`src/rtl/exec_writeback_unit_if.sv`:
```
// Execute-stage bus: operand/request inputs from the sequencer and register
// file read ports, completion handshake and register-file write port outputs.
interface exec_writeback_unit_if #(
  parameter int unsigned WIDTH  = 16,
  parameter int unsigned ADDR_W = 5
);
  logic              start;
  logic [3:0]        op;
  logic [ADDR_W-1:0] rd;
  logic [WIDTH-1:0]  busA;
  logic [WIDTH-1:0]  busB;
  logic              busy;
  logic              done;
  logic              err;
  logic              zero;
  logic              carry;
  logic [WIDTH-1:0]  busD;
  logic [ADDR_W-1:0] regAddrD;
  logic              regWeD;

  modport master (
    output start, op, rd, busA, busB,
    input  busy, done, err, zero, carry, busD, regAddrD, regWeD
  );

  modport slave (
    input  start, op, rd, busA, busB,
    output busy, done, err, zero, carry, busD, regAddrD, regWeD
  );
endinterface

```
`src/rtl/exec_writeback_unit.sv`:
```
// Execute/write-back stage: single-cycle logic ops, iterative shifts and
// shift-add multiply, one write-back pulse per accepted operation.
module exec_writeback_unit #(
  parameter int unsigned WIDTH  = 16,
  parameter int unsigned ADDR_W = 5
) (
  input  logic                  clk,
  input  logic                  rstN,
  exec_writeback_unit_if.slave  bus
);
  localparam int unsigned CNT_W = $clog2(WIDTH + 1);

  typedef enum logic [1:0] {IDLE, EXEC, ITER, WB} state_t;
  typedef enum logic [3:0] {
    OP_ADD = 4'd0, OP_SUB = 4'd1, OP_AND = 4'd2, OP_OR  = 4'd3,
    OP_XOR = 4'd4, OP_SHL = 4'd5, OP_SHR = 4'd6, OP_MUL = 4'd7
  } opcode_t;

  state_t            state;
  logic [3:0]        opR;
  logic [ADDR_W-1:0] rdR;
  logic [WIDTH-1:0]  opA, opB, acc;
  logic [CNT_W-1:0]  count;

  logic              isAlu, isShift, isIllegal, shiftZero, commitNow;
  logic [WIDTH:0]    sum;
  logic [WIDTH-1:0]  aluRes, iterRes, resVal;
  logic              aluCarry, iterOut, resCarry;

  always_comb begin
    isAlu     = (opR <= OP_XOR);
    isShift   = (opR == OP_SHL) || (opR == OP_SHR);
    isIllegal = (opR > OP_MUL);
    shiftZero = isShift && (opB[3:0] == 4'd0);
    sum       = {1'b0, opA} + {1'b0, opB};

    aluRes   = '0;
    aluCarry = 1'b0;
    case (opR)
      OP_ADD: begin aluRes = sum[WIDTH-1:0]; aluCarry = sum[WIDTH]; end
      OP_SUB: begin aluRes = opA - opB;      aluCarry = (opA < opB); end
      OP_AND: aluRes = opA & opB;
      OP_OR:  aluRes = opA | opB;
      OP_XOR: aluRes = opA ^ opB;
      default: ;
    endcase

    // ITER step: shifts move opA in place; MUL adds the shifted multiplicand
    // into acc for each set bit of the right-shifting multiplier in opB.
    iterRes = '0;
    iterOut = 1'b0;
    case (opR)
      OP_SHL: begin iterRes = {opA[WIDTH-2:0], 1'b0}; iterOut = opA[WIDTH-1]; end
      OP_SHR: begin iterRes = {1'b0, opA[WIDTH-1:1]}; iterOut = opA[0]; end
      OP_MUL: iterRes = acc + (opB[0] ? opA : '0);
      default: ;
    endcase

    commitNow = ((state == EXEC) && (isAlu || shiftZero)) ||
                ((state == ITER) && (count == CNT_W'(1)));
    resVal    = (state == ITER) ? iterRes : (isShift ? opA : aluRes);
    resCarry  = (state == ITER) ? iterOut : (isShift ? 1'b0 : aluCarry);
  end

  always_ff @(posedge clk) begin
    if (!rstN) begin
      state        <= IDLE;
      opR          <= '0;
      rdR          <= '0;
      opA          <= '0;
      opB          <= '0;
      acc          <= '0;
      count        <= '0;
      bus.busy     <= 1'b0;
      bus.done     <= 1'b0;
      bus.err      <= 1'b0;
      bus.zero     <= 1'b0;
      bus.carry    <= 1'b0;
      bus.busD     <= '0;
      bus.regAddrD <= '0;
      bus.regWeD   <= 1'b0;
    end else begin
      bus.done   <= 1'b0;
      bus.err    <= 1'b0;
      bus.regWeD <= 1'b0;
      case (state)
        IDLE: begin
          if (bus.start) begin
            opR      <= bus.op;
            rdR      <= bus.rd;
            opA      <= bus.busA;
            opB      <= bus.busB;
            bus.busy <= 1'b1;
            state    <= EXEC;
          end
        end
        EXEC: begin
          if (isIllegal) begin
            bus.busD     <= '0;
            bus.regAddrD <= rdR;
            bus.err      <= 1'b1;
            bus.done     <= 1'b1;
            state        <= WB;
          end else if (isShift) begin
            count <= CNT_W'(opB[3:0]);
            state <= ITER;
          end else if (opR == OP_MUL) begin
            acc   <= '0;
            count <= CNT_W'(WIDTH);
            state <= ITER;
          end
        end
        ITER: begin
          if (opR == OP_MUL) begin
            acc <= iterRes;
            opA <= opA << 1;
            opB <= opB >> 1;
          end else begin
            opA <= iterRes;
          end
          count <= count - CNT_W'(1);
        end
        WB: begin
          bus.busy <= 1'b0;
          state    <= IDLE;
        end
        default: state <= IDLE;
      endcase

      // Shared commit path: overrides the EXEC/ITER next-state above.
      if (commitNow) begin
        bus.busD     <= resVal;
        bus.regAddrD <= rdR;
        bus.zero     <= (resVal == '0);
        bus.carry    <= resCarry;
        bus.done     <= 1'b1;
        bus.regWeD   <= (rdR != '0);
        state        <= WB;
      end
    end
  end
endmodule

```
`src/flat_wrapper.sv`:
```
// flat-port wrapper written by rule: the top's interface ports become plain ports
module exec_writeback_unit_flat 
#(
  parameter int unsigned WIDTH  = 16,
  parameter int unsigned ADDR_W = 5
)
  (clk, rstN, bus_start, bus_op, bus_rd, bus_busA, bus_busB, bus_busy, bus_done, bus_err, bus_zero, bus_carry, bus_busD, bus_regAddrD, bus_regWeD);
  exec_writeback_unit_if #(.WIDTH(WIDTH), .ADDR_W(ADDR_W)) bus_i ();
  input  logic clk;
  input  logic rstN;
  input wire logic [$bits(bus_i.start)-1:0] bus_start;
  input wire logic [$bits(bus_i.op)-1:0] bus_op;
  input wire logic [$bits(bus_i.rd)-1:0] bus_rd;
  input wire logic [$bits(bus_i.busA)-1:0] bus_busA;
  input wire logic [$bits(bus_i.busB)-1:0] bus_busB;
  output wire logic [$bits(bus_i.busy)-1:0] bus_busy;
  output wire logic [$bits(bus_i.done)-1:0] bus_done;
  output wire logic [$bits(bus_i.err)-1:0] bus_err;
  output wire logic [$bits(bus_i.zero)-1:0] bus_zero;
  output wire logic [$bits(bus_i.carry)-1:0] bus_carry;
  output wire logic [$bits(bus_i.busD)-1:0] bus_busD;
  output wire logic [$bits(bus_i.regAddrD)-1:0] bus_regAddrD;
  output wire logic [$bits(bus_i.regWeD)-1:0] bus_regWeD;
  assign bus_i.start = bus_start;
  assign bus_i.op = bus_op;
  assign bus_i.rd = bus_rd;
  assign bus_i.busA = bus_busA;
  assign bus_i.busB = bus_busB;
  assign bus_busy = bus_i.busy;
  assign bus_done = bus_i.done;
  assign bus_err = bus_i.err;
  assign bus_zero = bus_i.zero;
  assign bus_carry = bus_i.carry;
  assign bus_busD = bus_i.busD;
  assign bus_regAddrD = bus_i.regAddrD;
  assign bus_regWeD = bus_i.regWeD;
  exec_writeback_unit #(.WIDTH(WIDTH), .ADDR_W(ADDR_W)) u_core (.clk(clk), .rstN(rstN), .bus(bus_i));
endmodule
```
`config.mk`:
```
export PLATFORM = sky130hd
export DESIGN_NAME = exec_writeback_unit_flat
export DESIGN_NICKNAME = d
export VERILOG_FILES = /design/src/rtl/exec_writeback_unit_if.sv /design/src/rtl/exec_writeback_unit.sv /design/src/flat_wrapper.sv
export SDC_FILE = /design/constraint.sdc
export NUM_CORES = 1
export LEC_CHECK = 0
export ABC_AREA = 1
export CAP_MARGIN = 0
export CORE_ASPECT_RATIO = 1.5
export CORE_MARGIN = 2
export CORE_UTILIZATION = 35
export DETAILED_ROUTE_END_ITERATION = 10
export HOLD_SLACK_MARGIN = 0.03
export PLACE_DENSITY = 0.64
export SLEW_MARGIN = 20
export SYNTH_ARGS = -nofsm -noshare
export SYNTH_HDL_FRONTEND = slang
export SYNTH_SLANG_ARGS = --single-unit
```
`constraint.sdc`:
```
create_clock -name clk -period 7 [get_ports clk]
set_input_delay 1.4 -clock clk [delete_from_list [all_inputs] [get_ports clk]]
set_output_delay 1.4 -clock clk [all_outputs]
set_load 0.02 [all_outputs]
```
### After elaboration in Yosys (flattened, before gate mapping)

Index checks and enable logic that the tools add are counted.
Widths: inputs -> output; s select.

| storage, ports and cells | value |
|---|---|
| flip-flop bits (word level) | 91 |
| input port bits | 44 |
| output and inout bits | 27 |

| cells by class | value |
|---|---|
| order comparisons | 3 |
| add/subtract/negate cells | 4 |
| mux-type cells | 41 |
| eq/ne operators | 19 |
| reductions and logical operators | 26 |
| bitwise operators | 3 |

Operator list:

| cell | number |
|---|---|
| $mux 16 | 14 |
| $pmux 16 s2 | 3 |
| $pmux 16 s5 | 1 |
| $pmux 16 s3 | 1 |
| $mux 5 | 6 |
| $add 16x16->17 | 1 |
| $add 16x16->16 | 1 |
| $and 16x16->16 | 1 |
| $eq 4x3->1 const B | 4 |
| $logic_not 16->1 | 1 |
| $lt 16x16->1 | 1 |
| $or 16x16->16 | 1 |
| $sub 16x16->16 | 1 |
| $xor 16x16->16 | 1 |
| $mux 2 | 5 |
| $ne 2x2->1 const B | 5 |
| $pmux 5 s2 | 1 |
| $reduce_and 2->1 | 5 |
| $reduce_bool 2->1 | 5 |
| $reduce_and 3->1 | 3 |
| $eq 4x2->1 const B | 2 |
| $logic_not 4->1 | 2 |
| $mux 1 | 6 |
| $ne 3x2->1 const B | 2 |
| 16 further kinds | 23 |

### Logic depth before layout (Yosys ltp)

Gate-level depths: netlist (run 1).

| logic depth | value |
|---|---|
| depth after elaboration | 8 |
| gate-level depth with buffers | 20 |
| depth with buffers taken out | 20 |

### Least setup slack after synthesis (run 1)

OpenSTA, ideal clock, no wires.

| timing path | value |
|---|---|
| path kind | register to register |
| start point | register u_core.opB[0] |
| end point | register u_core.bus.zero |
| setup time | 0.070 ns |
| slack | 4.519 ns |
| arrival time | 2.411 ns |
| cell stages (with the launch flop) | 19 |
| cells stage by stage | dfxtp_1 > clkbuf_1 > clkbuf_1 > nand2_1 > inv_1 > ha_1 > a21oi_1 > nand2_1 > nand2_1 > nand2_1 > nand3b_1 > nand3b_1 > nand3_1 > nand2_1 > nand2_1 > nand3_1 > nor2_1 > nand3_1 > a21oi_1 |

| between the ends | value |
|---|---|
| cells in the longest elaborated chain, start to end | 5 |
| elaborated cells on any way between the ends | 17 |
| those cells by class | add/sub (3); mux (5); bitwise (3); reduce/logical (6) |

RTL lines:

| what | RTL line | source |
|---|---|---|
| start, declared | exec_writeback_unit.sv:22 | `logic [WIDTH-1:0] opA, opB, acc;` |
| start signal, assigned | exec_writeback_unit.sv:92 | `opB <= bus.busB;` |
| start signal, assigned | exec_writeback_unit.sv:117 | `opB <= opB >> 1;` |
| $sub 16x16->16 (tied with other cells) | exec_writeback_unit.sv:41 | `OP_SUB: begin aluRes = opA - opB; aluCarry = (opA < opB); end` |
| $pmux 16 s5 (tied with other cells) | exec_writeback_unit.sv:39 | `case (opR)` |
| $mux 16 (tied with other cells) | exec_writeback_unit.sv:61 | `resVal = (state == ITER) ? iterRes : (isShift ? opA : aluRes);` |
| $mux 16 or $logic_and 1x1->1 (tied branches) | exec_writeback_unit.sv:61, exec_writeback_unit.sv:59 |  |
| $logic_not 16->1 or $logic_or 1x1->1 (tied branches) | exec_writeback_unit.sv:134, exec_writeback_unit.sv:59 |  |
| end signal, assigned | exec_writeback_unit.sv:134 | `bus.zero <= (resVal == '0);` |
| end, declared | exec_writeback_unit_if.sv:28 | `output busy, done, err, zero, carry, busD, regAddrD, regWeD` |

Parallel ways exist; a longest one is shown, timed or not.
A chain may end at the register's enable or synchronous reset.

### Worst setup path after layout (run 1)

| timing path | value |
|---|---|
| start point | input bus_start |
| end point | register u_core.opB[8] |

| between the ends | value |
|---|---|
| cells in the longest elaborated chain, start to end | 2 |

RTL lines:

| what | RTL line | source |
|---|---|---|
| start, declared | flat_wrapper.sv:11 | `input wire logic [$bits(bus_i.start)-1:0] bus_start;` |
| $ne 2x2->1 (no source line) | - |  |
| $reduce_and 3->1 (no source line) | - |  |

Every way passes these cells.

==> reports/metrics.csv, run 1 <==
stage;metric;value;unit
floorplanning;Starting Density;35.7;%
routing;Routed WL;28600;µm
routing;via count;8982;
floorplanning;Die Wd;127;µm
worst_setup_path;CP required;7280;ps
synth;Post-Syn Nets;1445;
floorplanning;# IOs;71;
clock_tree;htree depth;3;
clock_tree;post-CTS sizing;0;
power_and_ir_drop;Design Power;3.62;mW
worst_setup_path;CP Buf/Inv Count;4;
synth;Synth top area share;22.8;%
synth;Syn. warnings;0;
global_routing;vias in the first global route;8360;
worst_setup_path;Worst path slowest cell;inv_1;
synth;number of synthesized flops with an enable pin;0;
routing;DR WL/cell;17.4;µm
worst_setup_path;Setup CP Type;in -> reg;
final_layout;synthesis-to-finish area growth;14.7;%
worst_setup_path;Worst Setup End Kind;flop;
sta;Pins Over Slew Limit;0;
sta;clk_skew;9.35;ps
synth;ys async rst share;0;%
worst_setup_path;critical path's largest stage delay;620;ps
sta;Slew @ Worst Pin;909;ps
routing;DRT antenna net count;0;
synth;Syn Area/Cell;6.03;µm²
synth;synthesized cell area;8000;µm²
routing;DRC violations left;0;
worst_setup_path;crit-path cells;clkdlybuf4s50_1 -> nand2_1 -> o21ai_0 -> buf_4 -> inv_1 -> nor2_1 -> inv_1 -> o21ai_0 -> a21oi_1;
clock_tree;clock-pin slew on the worst setup and hold paths;60;ps
final_layout;Nets;1484;
synth;synth top area cells;dfxtp_1 23%, nand2_1 16%, ha_1 11%, inv_1 9.2%, a21oi_1 8.6%;
floorplanning;die area;24100;µm²
clock_tree;setup bufs post-CTS;0;
final_layout;final cell count without fillers;1646;
clock_tree;CTS tree;done;
final_layout;share of layout cells above drive strength 1;3.65;%
final_layout;ANT cells;0;
routing;initial DRC count;874;
worst_setup_path;Crit Path Max Fanout;31;
place;GP Congestion;0.946;
global_routing;GRT Total Usage;23.4;%
synth;Synth Flop Type;dfxtp_1;
clock_tree;Root Buffer;clkbuf_16;
global_routing;gr ovfl total;0;
global_routing;first-pass GRT wire length;44600;µm
clock_tree;CTS Sinks;91;
clock_tree;TritonCTS Buffers;9;
sta;Final setup viols;0;
run;Max-cap violations;0;
power_and_ir_drop;Power per Cell Area;394;nW/µm²
floorplanning;Core Box Area;22400;µm²
hold_path;Worst Hold Class;reg -> reg;
worst_setup_path;family with the most delay on the worst path;buffers and inverters;
synth;sequential area share after synthesis;22.8;%
clock_tree;clock latency on the worst-skew pair;360;ps
sta;final setup TNS;0;ps
sta;Final Critical Period;3950;ps
place;placed wire-length estimate;22100;µm
sta;RSZ-0062 raised after global routing;false;
worst_setup_path;Reg2Reg Setup Slack;3100;ps
place;Cells after DPL;1630;
routing;Pre-antenna DRT Iters;7;
global_routing;initial antenna violation count;0;
status;outcome;completed;
routing;drt via density;5.46;
final_layout;layout filler cell count;2440;
sta;fin crit share;56.5;%
global_routing;pin count of the biggest net entering global routing;79;
floorplanning;die height;189;µm
synth;Cell variety after synth;34;
floorplanning;Rows;67;
worst_setup_path;startpoint types;input pin;
sta;Max transition margin;39.4;%
power_and_ir_drop;Pleak;4.37;nW
power_and_ir_drop;VDD IR max;0.132;mV
sta;Peak Freq;253;MHz
synth;Post-synth top cells;332 x nand2_1, 197 x inv_1, 138 x a21oi_1;
synth;post-synth top area cell;dfxtp_1;
sta;Final Hold Viols;0;
synth;Cells after Synth;1326;
synth;top-count cell post-synth;nand2_1;
worst_setup_path;CP arrival;4230;ps
place;port bufs;70;
synth;synthesized flop and latch total;91;
clock_tree;hold_buf cts;0;
clock_tree;clock tree buffer depth;2;
## per-layer routing
metal  wire [µm]  vias up  GRT usage, %
met4        1580        0          14.2
li1            -     4445             -
met1       11800     4113          29.2
met2       13700      345          39.0
met3        1560       79          2.01
met5           0        -             0
## cell families (layout without fill, tap and decap cells)
group	count (synthesis)	count (layout)	share of synthesized area, %
compound gates	311	311	21.0
xor+xnor	3	3	0.328
fa+ha+maj	75	75	12.0
buf+inv	257	301	12.6
flops	91	91	22.8
simple gates	589	589	31.3
## layout by cell type, fill, tap and decap left out, types with 3 or more instances in the layout
cell type / count
nand2_1: 332
inv_2: 9
buf_4: 10
a31oi_1: 10
inv_1: 196
o21ai_0: 111
nor2_1: 82
nand3b_1: 12
nand3_1: 129
ha_1: 72
fa_1: 3
clkdlybuf4s50_1: 69
nor2_2: 3
a221oi_1: 9
o22ai_1: 24
nand4_1: 17
o21ai_1: 6
a32o_1: 3
clkbuf_16: 9
dfxtp_1: 91
nor3_1: 5
nand2_2: 5
a31o_2: 3
a21oi_1: 138
xnor2_1: 3
clkinv_2: 3
## area by class of cell
cell class / count / area [µm²] / share of cell area (%)
inverter: 205 / 769 / 8.39
clock inverter: 7 / 73.8 / 0.804
multi-input combinational: 978 / 5170 / 56.3
tap: 276 / 345 / 3.76
timing repair buffer: 80 / 771 / 8.40
clock buffer: 9 / 225 / 2.45
sequential: 91 / 1820 / 19.9
## final timing paths
| path | depth (start not counted) | end | start |
|---|---|---|---|
| max | 9 | u_core.opB[8] | bus_start |
| min | 2 | u_core.rdR[1] | u_core.rdR[1] |
| max reg2reg | 17 | u_core.bus.zero | u_core.opB[0] |
| min reg2reg | 2 | u_core.rdR[1] | u_core.rdR[1] |
## through the flow
| step | area, µm² | hold slack [ps] | util [%] | setup WS [ps] |
|---|---|---|---|---|
| after global routing | 9180 | 515 | 41.0 | 2680 |
| after detailed placement | 8880 | 459 | 39.7 | 2720 |
| final | 9180 | 478 | 41.0 | 3050 |
| after global placement | 8880 | 458 | 39.7 | 2740 |
| after CTS | 9180 | 481 | 41.0 | 3070 |
| after floorplan | 8000 | 444 | - | 4520 |
## worst reg2reg max path, stage by stage (launching register included)
cell	delay, ps
dfxtp_1	860
ha_1	500
ha_1	280
inv_1	70
fa_1	430
inv_1	100
nand3_1	90
nand2_1	150
nand4_1	170
nand3_1	120
nand2_1	50
nand3_1	90
a21oi_1	130
nor2_1	380
nand2_1	90
nor2_1	110
nand3_1	100
a21oi_1	120
## sequential cells by signal (all words and copies together), names as in the netlist, 2 cells and up
register             cells
u_core.opB              16
u_core.state             2
u_core.bus.regAddrD      5
u_core.rdR               5
u_core.opR               4
u_core.bus.busD         16
u_core.acc              16
u_core.opA              16
u_core.count             5
## power breakdown
part           switching (mW)  internal, mW
logic                    1.58         0.697
clock network           0.230         0.280
registers               0.168         0.667
No activity file was read; power rests on OpenSTA's default activity.
==> run 2: changes to the inputs <==
--- a/config.mk
+++ b/config.mk
@@ -12,7 +12,7 @@
 export CORE_UTILIZATION = 35
 export DETAILED_ROUTE_END_ITERATION = 10
 export HOLD_SLACK_MARGIN = 0.03
-export PLACE_DENSITY = 0.64
+export PLACE_DENSITY = 0.66
 export SLEW_MARGIN = 20
 export SYNTH_ARGS = -nofsm -noshare
 export SYNTH_HDL_FRONTEND = slang
==> constraint.sdc (replaced) <==
create_clock -name clk -period 3.5 [get_ports clk]
set_input_delay 0.7 -clock clk [delete_from_list [all_inputs] [get_ports clk]]
set_output_delay 0.7 -clock clk [all_outputs]
set_load 0.02 [all_outputs]
==> reports/metrics.csv, run 2 (same netlist as run 1, synthesis figures left out) <==
stage;metric;value;unit;change
sta;Slew @ Worst Pin;771;ps;was 909 ps
sta;clk_skew;9.33;ps;was 9.35 ps
routing;Routed WL;30800;µm;was 28,600 µm
floorplanning;Core Box Area;22400;µm²;unchanged
power_and_ir_drop;Design Power;7.46;mW;was 3.62 mW
worst_setup_path;beginning of the critical path;u_core.opA[0];;was bus_start
sta;Peak Freq;314;MHz;
sta;Pins Over Slew Limit;0;;unchanged
power_and_ir_drop;Pleak;4.48;nW;was 4.37 nW
clock_tree;CTS tree;done;;unchanged
final_layout;final cell count without fillers;1668;;was 1,646
power_and_ir_drop;Power per Cell Area;797;nW/µm²;was 394 nW/µm²
worst_setup_path;CP arrival;3480;ps;was 4230 ps
floorplanning;Rows;67;;unchanged
global_routing;pin count of the biggest net entering global routing;78;;was 79
worst_setup_path;Setup CP Type;reg -> reg;;was in -> reg
place;Area after DPL;9040;µm²;was 8880 µm²
floorplanning;# IOs;71;;unchanged
routing;DRC violations left;0;;unchanged
worst_setup_path;Reg2Reg Setup Slack;320;ps;was 3100 ps
clock_tree;TritonCTS Buffers;9;;unchanged
sta;post-route setup slack;320;ps;was 3050 ps
worst_setup_path;reg2reg start;u_core.opA[0];;was u_core.opB[0]
worst_setup_path;FF-to-FF path depth;19;;was 17
place;GP Congestion;0.990;;was 0.946
sta;Max transition margin;48.5;%;was 39.4%
clock_tree;setup bufs post-CTS;0;;unchanged
sta;hold_ws;472;ps;was 478 ps
sta;final setup TNS;0;ps;unchanged
clock_tree;clock tree buffer depth;2;;unchanged
floorplanning;die height;189;µm;unchanged
sta;Final Hold Viols;0;;unchanged
clock_tree;clock latency on the worst-skew pair;370;ps;was 360 ps
routing;DRT antenna net count;0;;unchanged
hold_path;worst min-delay path startpoint;u_core.rdR[1];;unchanged
worst_setup_path;r2r endpoint;u_core.bus.zero;;unchanged
routing;initial DRC count;680;;was 874
floorplanning;Starting Density;35.7;%;unchanged
routing;drt via density;5.49;;was 5.46
status;outcome;completed;;unchanged
power_and_ir_drop;VDD IR max;0.301;mV;was 0.132 mV
hold_path;Worst Hold Class;reg -> reg;;unchanged
place;Cells after DPL;1652;;was 1,630
final_layout;commonest non-fill, non-tap cell in the layout;nand2_1;;unchanged
clock_tree;clock-pin slew on the worst setup and hold paths;70;ps;was 60 ps
global_routing;M2 GR Usage;45.8;%;was 39.0%
hold_path;hold path depth;2;;unchanged
final_layout;Reg area;1820;µm²;unchanged
place;placed wire-length estimate;24300;µm;was 22,100 µm
final_layout;multi-input logic area;5170;µm²;about the same
routing;Pre-antenna DRT Iters;6;;was 7
run;Max-cap violations;0;;unchanged
clock_tree;CTS Sinks;91;;unchanged
final_layout;Final Instance Area;9360;µm²;was 9180 µm²
final_layout;Nets;1506;;was 1,484
global_routing;vias in the first global route;8991;;was 8,360
global_routing;first-pass GRT wire length;47700;µm;was 44,600 µm
sta;Final setup viols;0;;unchanged
global_routing;initial antenna violation count;0;;unchanged
sta;fin crit share;90.9;%;
floorplanning;Die Wd;127;µm;unchanged
place;pre-CTS setup slack;304;ps;was 2720 ps
place;port bufs;70;;unchanged
sta;RSZ-0062 raised after global routing;false;;unchanged
worst_setup_path;Crit Path Max Fanout;6;;was 31
global_routing;Top Usage Layer GRT;met2;;unchanged
final_layout;ANT cells;0;;unchanged
worst_setup_path;CP required;3800;ps;was 7280 ps
final_layout;synthesis-to-finish area growth;17.0;%;was 14.7%
floorplanning;die area;24100;µm²;unchanged
final_layout;Final Util;41.8;%;was 41.0%
routing;DR WL/cell;18.5;µm;was 17.4 µm
worst_setup_path;startpoint types;flop;;was input pin
hold_path;WHS Endpoint;u_core.rdR[1];;unchanged
final_layout;share of layout cells above drive strength 1;5.24;%;was 3.65%
global_routing;M1 GR Usage;29.1;%;was 29.2%
routing;via count;9150;;was 8,982
clock_tree;Root Buffer;clkbuf_16;;unchanged
final_layout;most frequent cells in the layout;332 x nand2_1, 196 x inv_1, 138 x a21oi_1;;unchanged
sta;Final Critical Period;3180;ps;
global_routing;GRT Total Usage;25.4;%;was 23.4%
global_routing;M3 GR Usage;2.63;%;was 2.01%
final_layout;layout filler cell count;2425;;was 2,440
worst_setup_path;Worst Setup End Kind;flop;;unchanged
global_routing;gr ovfl total;0;;unchanged
clock_tree;htree depth;3;;unchanged
run 2: worst max-delay path, cell delays in order (launching register included):
cell	delay [ps]
dfxtp_1	470
ha_2	360
ha_1	240
inv_1	70
fa_1	420
inv_1	90
nand3_1	90
nand2_1	160
nand2_1	90
nand2_1	90
nand2_1	50
nand3_1	70
nand2_1	50
nand2_1	80
o21ai_0	90
a21oi_1	290
nand3_1	120
nor2_1	100
nand3_1	70
a21oi_1	110
run 2: power by group:
group / total, mW / internal (mW) / switching, mW
sequential: 1.62 / 1.33 / 0.286
clock: 1.10 / 0.574 / 0.525
combinational: 4.74 / 1.50 / 3.25
run 2: area by class of cell:
type | count | area share (%)
multi-input cells | 978 | 55.3
flip-flops and latches | 91 | 19.5
repair buffers | 102 | 10.0
inverters | 205 | 8.22
well taps | 276 | 3.69
clock buffers | 9 | 2.41
clock inverters | 7 | 0.949
run 2: repair_timing:
item / CTS / global route
hold buffers: 0 / 0
resized for setup: 0 / 1
hold endpoints to repair: 0 / 0
endpoints found under the setup margin: 0 / 1
run 2: worst max-delay path by stage:
stage                            endpoint  depth (start not counted)  slack (ps)
after floorplan           u_core.bus.zero                         18        1020
after global placement    u_core.bus.zero                         19         300
after detailed placement  u_core.bus.zero                         19         300
after CTS                 u_core.bus.zero                         19         280
after global routing      u_core.bus.zero                         19         100
final                     u_core.bus.zero                         19         320
run 2: per-layer routing:
layer	vias to the layer above	routed length (µm)
met5	-	0
met4	0	1520
met3	99	1670
met2	339	15500
met1	4239	12100
li1	4473	-
